$ cat src/rtl/fir_mac_engine.sv
// Sequential FIR core: one multiply-accumulate per cycle against a registered coefficient ROM.
// Keeps a circular sample history and emits one saturated output per accepted sample.
module fir_mac_engine #(
  parameter int unsigned DWIDTH = 16,
  parameter int unsigned TAPS   = 64,
  parameter int unsigned ACCW   = 40,
  parameter int unsigned SHIFT  = 15
) (
  input  logic              clock,
  input  logic              reset,
  input  logic [DWIDTH-1:0] sample_in,
  input  logic              sample_valid,
  output logic              ready,
  output logic              coef_rd,
  output logic [31:0]       coef_addr,
  input  logic [DWIDTH-1:0] coef_data,
  output logic [DWIDTH-1:0] sample_out,
  output logic              out_valid
);

  localparam int unsigned PW    = (TAPS > 1) ? $clog2(TAPS) : 1;
  localparam int unsigned PRODW = 2 * DWIDTH;

  localparam logic [PW-1:0] TAP_LAST = PW'(TAPS - 1);

  localparam logic signed [ACCW-1:0] SAT_MAX =
    {{(ACCW - DWIDTH + 1){1'b0}}, {(DWIDTH - 1){1'b1}}};
  localparam logic signed [ACCW-1:0] SAT_MIN =
    {{(ACCW - DWIDTH + 1){1'b1}}, {(DWIDTH - 1){1'b0}}};
  localparam logic [DWIDTH-1:0] OUT_MAX = {1'b0, {(DWIDTH - 1){1'b1}}};
  localparam logic [DWIDTH-1:0] OUT_MIN = {1'b1, {(DWIDTH - 1){1'b0}}};

  typedef enum logic [1:0] {
    IDLE  = 2'd0,
    RUN   = 2'd1,
    DRAIN = 2'd2
  } state_t;

  state_t state;
  state_t state_next;

  logic [PW-1:0] tap;
  logic [PW-1:0] tap_next;
  logic          rd_next;
  logic          ready_next;

  logic [DWIDTH-1:0] hist [TAPS];
  logic [PW-1:0]     wr_ptr;
  logic [PW-1:0]     newest;
  logic              mac_en;
  logic [PW-1:0]     mac_j;
  logic [PW-1:0]     hist_idx;

  logic signed [PRODW-1:0] prod;
  logic signed [ACCW-1:0]  acc;
  logic signed [ACCW-1:0]  acc_sum;
  logic signed [ACCW-1:0]  shifted;
  logic [DWIDTH-1:0]       sat_val;

  logic accept;

  assign accept    = (state == IDLE) && sample_valid;
  assign coef_addr = 32'(tap);

  // State register
  always_ff @(posedge clock) begin
    if (reset) begin
      state <= IDLE;
    end else begin
      state <= state_next;
    end
  end

  // Next-state logic
  always_comb begin
    state_next = state;
    case (state)
      IDLE:    if (sample_valid) state_next = RUN;
      RUN:     if (tap == TAP_LAST) state_next = DRAIN;
      DRAIN:   state_next = IDLE;
      default: state_next = IDLE;
    endcase
  end

  // Next values of the registered control outputs
  always_comb begin
    ready_next = (state_next == IDLE);
    rd_next    = 1'b0;
    tap_next   = '0;
    case (state)
      IDLE: begin
        if (sample_valid) rd_next = 1'b1;
      end
      RUN: begin
        if (tap != TAP_LAST) begin
          rd_next  = 1'b1;
          tap_next = tap + PW'(1);
        end
      end
      default: begin
        rd_next  = 1'b0;
        tap_next = '0;
      end
    endcase
  end

  // Control output registers
  always_ff @(posedge clock) begin
    if (reset) begin
      ready   <= 1'b1;
      coef_rd <= 1'b0;
      tap     <= '0;
    end else begin
      ready   <= ready_next;
      coef_rd <= rd_next;
      tap     <= tap_next;
    end
  end

  // History index (newest - j) mod TAPS, valid for non-power-of-two TAPS
  always_comb begin
    if (newest >= mac_j) begin
      hist_idx = newest - mac_j;
    end else begin
      hist_idx = PW'({1'b0, newest} + (PW + 1)'(TAPS) - {1'b0, mac_j});
    end
  end

  // MAC datapath and output saturation
  always_comb begin
    prod    = PRODW'($signed(coef_data)) * PRODW'($signed(hist[hist_idx]));
    acc_sum = acc + (mac_en ? ACCW'(prod) : '0);
    shifted = acc_sum >>> SHIFT;
    if (shifted > SAT_MAX) begin
      sat_val = OUT_MAX;
    end else if (shifted < SAT_MIN) begin
      sat_val = OUT_MIN;
    end else begin
      sat_val = shifted[DWIDTH-1:0];
    end
  end

  // History, accumulator and output registers; MAC trails the ROM read by one cycle
  always_ff @(posedge clock) begin
    if (reset) begin
      for (int i = 0; i < int'(TAPS); i++) hist[i] <= '0;
      wr_ptr     <= '0;
      newest     <= '0;
      mac_en     <= 1'b0;
      mac_j      <= '0;
      acc        <= '0;
      sample_out <= '0;
      out_valid  <= 1'b0;
    end else begin
      mac_en    <= coef_rd;
      mac_j     <= tap;
      out_valid <= (state == DRAIN);
      if (accept) begin
        hist[wr_ptr] <= sample_in;
        newest       <= wr_ptr;
        wr_ptr       <= (wr_ptr == TAP_LAST) ? '0 : wr_ptr + PW'(1);
        acc          <= '0;
      end else if (mac_en) begin
        acc <= acc_sum;
      end
      if (state == DRAIN) sample_out <= sat_val;
    end
  end

endmodule
$ cat config.mk
export PLATFORM = sky130hd
export DESIGN_NAME = fir_mac_engine
export DESIGN_NICKNAME = d
export VERILOG_FILES = /design/src/rtl/fir_mac_engine.sv
export SDC_FILE = /design/constraint.sdc
export NUM_CORES = 2
export LEC_CHECK = 0
export BUFFER_PORTS_ARGS = -buffer_cell sky130_fd_sc_hd__buf_2
export CAP_MARGIN = 20
export CORE_MARGIN = 2
export CORE_UTILIZATION = 35
export DETAILED_ROUTE_END_ITERATION = 16
export GPL_TIMING_DRIVEN = 1
export SYNTH_ARGS = -nofsm -noshare
export SYNTH_HDL_FRONTEND = slang
export SYNTH_SLANG_ARGS = --single-unit
$ cat constraint.sdc
create_clock -name clock -period 31.1 [get_ports clock]
set_input_delay 4.665 -clock clock [delete_from_list [all_inputs] [get_ports clock]]
set_output_delay 4.665 -clock clock [all_outputs]
set_load 0.03 [all_outputs]
==> impl_metrics.json <==
{
  "outcome": "complete, no violations",
  "die_area_mm2": 0.183,
  "worstHoldStart": "newest[4]$_SDFFE_PP0P_",
  "relSlewSlack": 0.332,
  "timing.fmax_mhz": 67.4,
  "r2r_start": "newest[0]$_SDFFE_PP0P_",
  "yosysWarnings": 0,
  "synth.distinct_cells": 88,
  "postRouteAntennaNets": 0,
  "cp_max_fo": 38,
  "synth_ff_type": "edfxtp_1",
  "drive_above_1_share": 0.175,
  "clock_latency_ps": 770,
  "cp_data_required_time_ps": 31720,
  "slowest_stage": "fa_4",
  "finalClockSkew_ps": 59.7,
  "wl_um": 170000,
  "stdcell_count": 7107,
  "synth_top_family_by_area": "simple AND/OR/NAND/NOR gates",
  "syn_area_mm2": 0.0629,
  "cts_tree": "done",
  "first_pass_iters": 5,
  "portBuffers": 59,
  "cts_max_path_buffers": 3,
  "grtUsageTotal": 0.186,
  "syn-mean-instance-area_um2": 13.4,
  "worstPathArrival_ps": 15470,
  "cp-start-kind": "flip-flop",
  "grt_pass1_vias": 38000,
  "netlist_top_cells_area": "edfxtp_1, mux4_2, and2_1",
  "drc_errors": 0,
  "nets": 5073,
  "finalHoldWorstSlack_ps": 462,
  "endpoint_kind": "flip-flop",
  "yosys.area_share.simple": 0.161,
  "synth_edf_count": 1024,
  "die_y_um": 428,
  "overflow": 0,
  "dp.cells": 6882,
  "wire_per_inst_um": 24.0,
  "cts_resized": 0,
  "tightest_slew_ps": 974,
  "fin_setup_tns_ps": 0,
  "antenna_found_initial": 19,
  "fin_crit_ps": 14840,
  "maxCapViolCount": 0,
  "drt_iter0_markers": 3013,
  "grt_max_degree": 88,
  "cts.sinks": 1110,
  "cpMostUsedCell": "fa_1",
  "cts_buffers": 117,
  "syn_inst": 4696,
  "ys_seq_elements": 1110,
  "slew_viol_final": 0,
  "cts-hold-fix-buffers": 0,
  "synth-xor-area-share": 0.0108,
  "syn_to_final_growth_pct": 10.8,
  "dp_hpwl_um": 108000,
  "hold_violations": 0,
  "synth_top_area_frac": 0.489,
  "htree_levels": 3,
  "post_cts_buffers": 0,
  "synthAdderAreaFrac": 0.110,
  "synth-compound-area-share": 0.0323,
  "cp_slowest_stage_delay_ps": 1340,
  "via_per_inst": 5.12,
  "final-setup-viol-count": 0,
  "cts-root-buf": "clkbuf_16",
  "place_congestion": 0.877,
  "start_util": 0.353,
  "pin_count": 86,
  "grt_pass1_wl_um": 254000,
  "rsz0062_at_grt": "false",
  "coreArea_mm2": 0.178,
  "rows": 155,
  "ys_seq_area_frac": 0.516,
  "via_count": 36400,
  "hold_class": "flip-flop to flip-flop",
  "period_share": 0.477,
  "clk_pin_slew_ps": 60,
  "yosys-mux-area-fraction": 0.124,
  "async_flop_share": 0,
  "worstSetupStartpoint": "newest[0]$_SDFFE_PP0P_",
  "yosys.area.top_type": "edfxtp_1",
  "dieWidth_um": 428,
  "worstSetupPathType": "flip-flop to flip-flop"
}
==> critical path, delay by kind of cell, from the launching register on <==
kind	cells	cell delay, ps
flip-flops	1	300
adder cells (fa/ha/maj)	10	5210
buffers and inverters	8	2070
multiplexers	4	2390
XOR/XNOR	1	650
AO/OA/AOI/OAI	10	2400
AND/OR/NAND/NOR	7	1640
==> per-layer routing <==
layer | share of wire | global-route usage
met5 | 0.00024 | 0
met4 | 0.032 | 0.0566
met3 | 0.058 | 0.0287
met2 | 0.49 | 0.315
met1 | 0.42 | 0.245
==> cell usage after synthesis (11+ instances only) <==
master and number:
and2_1 1051, nand3_1 28, and3_1 11, ha_1 127
mux4_2 320, nand2b_1 38, buf_2 53, nor2b_1 139
xnor2_1 46, dfxtp_1 86, or2_2 71, buf_4 29
fa_1 265, clkbuf_1 243, nand2_1 152, a211oi_1 21
xor2_1 28, o21ai_0 45, mux2i_1 50, o21a_1 11
a21o_1 32, inv_1 322, nor2_1 190, nor3_1 39
a21oi_1 75, edfxtp_1 1024, buf_1 35, o21ai_1 18
==> cell families (layout without fill, tap and decap cells) <==
| group | Yosys count | count (layout) |
|---|---|---|
| and+or+nand+nor | 1762 | 1762 |
| AOI/OAI and AO/OA | 282 | 282 |
| adders and majority gates | 392 | 392 |
| DFF | 1110 | 1110 |
| muxes | 380 | 380 |
| other | 1 | 27 |
| buffers and inverters | 693 | 723 |
| xor gates and xnor gates | 76 | 76 |
==> area by class of cell <==
cell class	instances	area [um^2]
inverters	322	1210
clock buffers	134	3040
fillers	16700	109000
repair buffers	177	1240
multi-input cells	2918	27800
well taps	2355	2950
flip-flops and latches	1110	32500
diodes	1	2.50
clock inverters	90	968
==> cells in the final DEF (no fill, tap or decap), drive strengths merged, types with 63 or more instances in the layout <==
master  netlist  layout
ha          127     127
dfxtp        86      86
fa          265     265
clkinv        0      63
nor2b       140     140
buf         126     177
or2          71      71
inv         322     327
o21ai        63      63
nor2        190     190
a21oi        77      77
clkbuf      245     134
and2       1051    1051
edfxtp     1024    1024
mux4        320     320
nand2       153     153
==> state kept, by name, indices dropped and copies added (netlist names), 2 cells and up <==
register and cells:
sample_out 16, state 2, mac_j 6, tap 6, hist 1024, acc 40
newest 6, wr_ptr 6
==> metrics by stage <==
step	instance area, um^2	util	worst slack [ps]
after floorplan	63000	-	17980
after detailed placement	65700	0.368	16270
final	69700	0.391	16260
after CTS	69700	0.391	16270
after global routing	69700	0.391	15410
after global placement	65600	0.368	16420
==> final timing paths <==
path                           endpoint  slack [ps]  depth (start not counted)
max          sample_out[3]$_SDFFE_PP0P_       16260                         40
min              newest[4]$_SDFFE_PP0P_         460                          2
max reg2reg  sample_out[3]$_SDFFE_PP0P_       16260                         40
min reg2reg      newest[4]$_SDFFE_PP0P_         460                          2
Power is not shown: default switching activity piles up to over one toggle a cycle in this logic, so the estimate is an artifact.
